**src/rtl/pwm_deadtime_gen_if.sv**
```systemverilog
// Bus bundle between the PWM source and the dead-time generator.
// The master drives the PWM level, enable and dead-time programming;
// the slave returns the gate drives and status flags.
interface pwm_deadtime_gen_if #(
    parameter int DT_WIDTH = 8
);
    logic                pwm_in;
    logic                enable;
    logic [DT_WIDTH-1:0] dt_in;
    logic                dt_wr;
    logic                hs_out;
    logic                ls_out;
    logic                busy;
    logic                fault;

    modport master (
        output pwm_in, enable, dt_in, dt_wr,
        input  hs_out, ls_out, busy, fault
    );

    modport slave (
        input  pwm_in, enable, dt_in, dt_wr,
        output hs_out, ls_out, busy, fault
    );
endinterface

```
**src/rtl/pwm_deadtime_gen.sv**
```systemverilog
// Half-bridge dead-time generator.
// Turns a single-ended PWM into complementary high-side/low-side gate drives,
// with a programmable all-low gap on every transition. Short pulses that end
// inside the gap are swallowed and the bridge returns to its previous side.
module pwm_deadtime_gen #(
    parameter int DT_WIDTH   = 8,
    parameter int DEFAULT_DT = 4
) (
    input logic               clk,
    input logic               rst_n,
    pwm_deadtime_gen_if.slave bus
);

    typedef enum logic [2:0] {
        OFF,
        DT_FALL,
        LS_ON,
        DT_RISE,
        HS_ON
    } state_t;

    state_t              state;
    state_t              state_nxt;
    logic [DT_WIDTH-1:0] dt_reg;
    logic [DT_WIDTH-1:0] cnt;
    logic [DT_WIDTH-1:0] cnt_nxt;
    logic [DT_WIDTH-1:0] cnt_dec;
    logic                cnt_done;
    logic                dt_zero;
    logic                pwm_q;
    logic                from_hs;
    logic                from_hs_nxt;
    logic                hs_d;
    logic                ls_d;
    logic                busy_d;
    logic                fault_set;
    logic                hs_r;
    logic                ls_r;
    logic                busy_r;
    logic                fault_r;

    // Counter steps down but sticks at zero so a huge dead time never wraps.
    assign cnt_dec  = (cnt == '0) ? '0 : cnt - DT_WIDTH'(1);
    assign cnt_done = (cnt <= DT_WIDTH'(1));
    assign dt_zero  = (dt_reg == '0);

    // Input synchroniser stage and dead-time register; a new value only
    // affects intervals that start after it is written.
    always_ff @(posedge clk or negedge rst_n) begin
        if (!rst_n) begin
            pwm_q  <= 1'b0;
            dt_reg <= DT_WIDTH'(DEFAULT_DT);
        end else begin
            pwm_q <= bus.pwm_in;
            if (bus.dt_wr) begin
                dt_reg <= bus.dt_in;
            end
        end
    end

    // State register plus registered gate drives decoded from next state.
    always_ff @(posedge clk or negedge rst_n) begin
        if (!rst_n) begin
            state   <= OFF;
            cnt     <= '0;
            from_hs <= 1'b0;
            hs_r    <= 1'b0;
            ls_r    <= 1'b0;
            busy_r  <= 1'b0;
            fault_r <= 1'b0;
        end else begin
            state   <= state_nxt;
            cnt     <= cnt_nxt;
            from_hs <= from_hs_nxt;
            fault_r <= fault_r | fault_set;
            hs_r    <= hs_d & ~fault_set & ~fault_r;
            ls_r    <= ls_d & ~fault_set & ~fault_r;
            busy_r  <= busy_d;
        end
    end

    // Next-state logic; an expiring gap takes priority over an abort.
    always_comb begin
        state_nxt   = state;
        cnt_nxt     = cnt;
        from_hs_nxt = from_hs;
        if (!bus.enable) begin
            state_nxt = OFF;
            cnt_nxt   = '0;
        end else begin
            case (state)
                OFF: begin
                    state_nxt   = DT_FALL;
                    cnt_nxt     = dt_reg;
                    from_hs_nxt = 1'b0;
                end
                DT_FALL: begin
                    cnt_nxt = cnt_dec;
                    if (cnt_done) begin
                        state_nxt = LS_ON;
                    end else if (pwm_q && from_hs) begin
                        state_nxt = HS_ON;
                        cnt_nxt   = '0;
                    end
                end
                LS_ON: begin
                    if (pwm_q) begin
                        if (dt_zero) begin
                            state_nxt = HS_ON;
                        end else begin
                            state_nxt = DT_RISE;
                            cnt_nxt   = dt_reg;
                        end
                    end
                end
                DT_RISE: begin
                    cnt_nxt = cnt_dec;
                    if (cnt_done) begin
                        state_nxt = HS_ON;
                    end else if (!pwm_q) begin
                        state_nxt = LS_ON;
                        cnt_nxt   = '0;
                    end
                end
                HS_ON: begin
                    if (!pwm_q) begin
                        if (dt_zero) begin
                            state_nxt = LS_ON;
                        end else begin
                            state_nxt   = DT_FALL;
                            cnt_nxt     = dt_reg;
                            from_hs_nxt = 1'b1;
                        end
                    end
                end
                default: begin
                    state_nxt = OFF;
                    cnt_nxt   = '0;
                end
            endcase
        end
    end

    // Output decode of the upcoming state; both-high is treated as a fault.
    always_comb begin
        hs_d      = (state_nxt == HS_ON);
        ls_d      = (state_nxt == LS_ON);
        busy_d    = (state_nxt == DT_FALL) || (state_nxt == DT_RISE);
        fault_set = hs_d & ls_d;
    end

    assign bus.hs_out = hs_r;
    assign bus.ls_out = ls_r;
    assign bus.busy   = busy_r;
    assign bus.fault  = fault_r;

    // Shoot-through must never be driven and the fault flag must never set.
    a_no_overlap : assert property (@(posedge clk) disable iff (!rst_n) !(hs_r && ls_r));
    a_no_fault   : assert property (@(posedge clk) disable iff (!rst_n) !fault_set);

endmodule
```
**src/flat_wrapper.sv**
```systemverilog
// flat-port wrapper written by rule: the top's interface ports become plain ports
module pwm_deadtime_gen_flat 
#(
    parameter int DT_WIDTH   = 8,
    parameter int DEFAULT_DT = 4
)
  (clk, rst_n, bus_pwm_in, bus_enable, bus_dt_in, bus_dt_wr, bus_hs_out, bus_ls_out, bus_busy, bus_fault);
  pwm_deadtime_gen_if #(.DT_WIDTH(DT_WIDTH)) bus_i ();
  input logic clk;
  input logic rst_n;
  input wire logic [$bits(bus_i.pwm_in)-1:0] bus_pwm_in;
  input wire logic [$bits(bus_i.enable)-1:0] bus_enable;
  input wire logic [$bits(bus_i.dt_in)-1:0] bus_dt_in;
  input wire logic [$bits(bus_i.dt_wr)-1:0] bus_dt_wr;
  output wire logic [$bits(bus_i.hs_out)-1:0] bus_hs_out;
  output wire logic [$bits(bus_i.ls_out)-1:0] bus_ls_out;
  output wire logic [$bits(bus_i.busy)-1:0] bus_busy;
  output wire logic [$bits(bus_i.fault)-1:0] bus_fault;
  assign bus_i.pwm_in = bus_pwm_in;
  assign bus_i.enable = bus_enable;
  assign bus_i.dt_in = bus_dt_in;
  assign bus_i.dt_wr = bus_dt_wr;
  assign bus_hs_out = bus_i.hs_out;
  assign bus_ls_out = bus_i.ls_out;
  assign bus_busy = bus_i.busy;
  assign bus_fault = bus_i.fault;
  pwm_deadtime_gen #(.DT_WIDTH(DT_WIDTH), .DEFAULT_DT(DEFAULT_DT)) u_core (.clk(clk), .rst_n(rst_n), .bus(bus_i));
endmodule
```
**config.mk**
```make
export PLATFORM = sky130hd
export DESIGN_NAME = pwm_deadtime_gen_flat
export DESIGN_NICKNAME = d
export VERILOG_FILES = /design/src/rtl/pwm_deadtime_gen_if.sv /design/src/rtl/pwm_deadtime_gen.sv /design/src/flat_wrapper.sv
export SDC_FILE = /design/constraint.sdc
export NUM_CORES = 1
export LEC_CHECK = 0
export BUFFER_PORTS_ARGS = -buffer_cell sky130_fd_sc_hd__buf_2
export CELL_PAD_IN_SITES_DETAIL_PLACEMENT = 0
export CELL_PAD_IN_SITES_GLOBAL_PLACEMENT = 1
export CORE_MARGIN = 1.5
export CORE_UTILIZATION = 40
export DETAILED_ROUTE_END_ITERATION = 8
export PLACE_DENSITY = 0.71
export RECOVER_POWER = 25
export SYNTH_ARGS = -nofsm -noshare
export SYNTH_HDL_FRONTEND = slang
export SYNTH_SLANG_ARGS = --single-unit
```
**constraint.sdc**
```tcl
create_clock -name clk -period 2.25 [get_ports clk]
set_input_delay 0.225 -clock clk [delete_from_list [all_inputs] [get_ports clk]]
set_output_delay 0.225 -clock clk [all_outputs]
set_load 0.02 [all_outputs]
```
==> impl_metrics.yaml <==
timing:
  rsz0062_at_grt: "no"
  tns_ns: 0
  holdWs_ns: 0.09753
  finalCritPeriodShare: 0.9169
  fmax_ghz: 0.4847
  slew_headroom: 0.09227
  finalMaxSlewViolations: 0
  hold_viol: 0
  finalCriticalPeriod_ns: 2.063
  skew_ns: 0.01064
  setup_viol: 0
  tightest_slew_ns: 1.362
  layout_setup_ws_ns: 0.1870
clocking:
  cts_tree: "yes"
  cts_buffers: 3
  cts_htree_levels: 1
  insertion_delay_ns: 0.34
  cts_buffer_depth: 2
  clock-sinks: 25
  root_buffer: "clkbuf_4"
  clk_pin_slew_ns: 0.16
  cts_setup_buffers: 0
pwr:
  ir_drop_uv: 354.7
  p_int_uw: 802.9
  power_leakage_nw: 0.6874
  p_switching_uw: 521.0
  power_mw: 1.324
  pwr-share-clk: 0.176
  seqPwrFrac: 0.446
  combinationalPowerShare: 0.378
  powerDensity_mw_per_mm2: 822.8
  swShare: 0.3935
final_layout:
  fin_nets: 181
  syn2layout_area_growth_pct: 9.914
  final-instance-count-excl-fill: 210
  finalInstanceArea_mm2: 0.001609
  multi_input_area_um2: 730.7
  fillers: 338
  drive_gt1_frac: 0.2622
  regArea_um2: 626.9
  fin_util: 0.4711
  num_antenna_cells: 0
critical_path:
  cpPeakStageDelay_ns: 0.56
  cp.arrival_ns: 2.28
  critPathKind: "flip-flop to flip-flop"
  start_kind: "flip-flop"
  slowest_stage: "or4_1"
  startpoint: "u_core.cnt[0]"
  r2r-start: "u_core.cnt[0]"
  cp_top_family: "simple AND/OR/NAND/NOR gates"
  path_cells: "inv_1, ha_1, nor2_2, nor3_1, or4_1, a21oi_1, a311oi_1"
  cp-end-kind: "flip-flop"
  critPathMaxFanout: 7
  critPathBufInv: 1
  worst_ep_required_time_ns: 2.47
synth:
  ys_ff_latch: 25
  netlist_top_cells_area: "dfrtp_1 (41%), mux2_2 (6.2%), a32oi_1 (3.6%), a31oi_1 (3.0%), clkbuf_8 (2.8%)"
  avgSynthCellArea_um2: 10.03
  post-synth-top-count-cell: "dfrtp_1"
  synth_nets: 162
  syn_area_mm2: 0.001464
  synth_edf_count: 0
  synth_common_cells: "dfrtp_1 (24), nand2_1 (11), inv_1 (9)"
  synth.top_cell.area_share: 0.4103
  syn_inst: 146
  synth_warnings: 0
  synth-async-reset-ratio: 1.000
  synth_cell_types: 44
  yosysTopAreaCell: "dfrtp_1"
  ys_seq_area_frac: 0.4282
  synthFlopType: "dfrtp_1"
place:
  io_buffers: 16
  post-place-ws_ns: 0.1509
  gp_congestion: 0.8302
  dpl.hpwl_um: 2371
  dp.cells: 204
  dpl_cell_area_mm2: 0.001556
status:
  status: "completed"
global_routing:
  antenna_found_initial: 0
  grt_pass1_wl_um: 5768
  first_global_vias: 1173
  grt_max_degree: 26
  overflow: 0
  gr-usage-all-layers: 0.1848
run:
  maxCapViolations: 0
floorplan:
  dieArea_mm2: 0.004032
  rows: 21
  ioPinCount: 17
  die_y_um: 63.50
  initial_core_util: 0.4286
  die_w_um: 63.50
  core_mm2: 0.003416
drt:
  dr_total_vias: 1216
  wl_per_cell_um: 15.57
  first_pass_iters: 5
  drt-initial-drc-count: 61
  vias_per_cell: 5.790
  finalWirelength_um: 3269
  antenna_left: 0
  drc: 0
min_path:
  hold_path_class: "primary input to flip-flop"
  hold_path_startpoint: "bus_dt_in[6]"
## power groups by stage
stage,logic (mW),clock network [mW],registers [mW]
floorplan,0.413,0,0.584
global placement,0.485,0,0.597
detailed placement,0.491,0,0.600
CTS,0.496,0.237,0.591
global route,0.562,0.259,0.606
finish,0.500,0.233,0.591
## cells in the final DEF (no fill, tap or decap), types with 3 or more instances in the layout
master / n
o21ai_0: 3
nand2b_1: 3
o22ai_1: 6
dfrtp_1: 24
a32oi_1: 6
clkbuf_4: 3
a21oi_1: 8
inv_1: 9
mux2_2: 8
nor3_1: 3
ha_1: 3
a31oi_1: 7
nand2_1: 11
nor2_1: 6
buf_4: 4
buf_2: 15
nor4_1: 4
nand4b_1: 3
nor2b_1: 3
nand3_1: 4
## final cells by class
cell class | instances | area share
timing repair buffer | 22 | 0.08009
sequential | 25 | 0.3896
clock inverter | 1 | 0.005443
clock buffer | 3 | 0.01400
multi-input combinational | 104 | 0.4541
inverter | 9 | 0.02100
tap | 46 | 0.03577
## path summary, 6_finish.rpt
check                                     to  cells after the start  slack [ns]
max reg2reg                u_core.bus.ls_out                      7        0.19
max                        u_core.bus.ls_out                      7        0.19
min reg2reg                 u_core.bus.fault                      0        0.47
max in group asynchronous  u_core.bus.ls_out                      2        0.76
min in group asynchronous      u_core.cnt[2]                      2        0.69
min                         u_core.dt_reg[6]                      2         0.1
## what timing repair did
item	4_1_cts	5_1_grt
hold buffers	2	0
endpoints found under the setup margin	0	1
resized for setup	0	1
endpoints found under the hold margin	25	0
## logic make-up (layout without fill, tap and decap cells)
| logic type | after synthesis | after routing | share of synthesized area |
|---|---|---|---|
| AOI/OAI and AO/OA | 45 | 45 | 0.2214 |
| buffers and inverters | 17 | 35 | 0.07436 |
| adders and majority gates | 3 | 3 | 0.02564 |
| muxes | 8 | 8 | 0.06154 |
| DFF | 25 | 25 | 0.4282 |
| and+or+nand+nor | 48 | 48 | 0.1889 |
## per-layer routing
metal,wire length [um],part of all wire,track usage,up-vias
met5,0,0,0,-
met4,30,0.0092,0.04076,0
met3,207,0.063,0.04286,4
met2,1552,0.47,0.2947,40
met1,1477,0.45,0.2557,588
li1,-,-,-,584
Power figures use the tool's default switching activity.
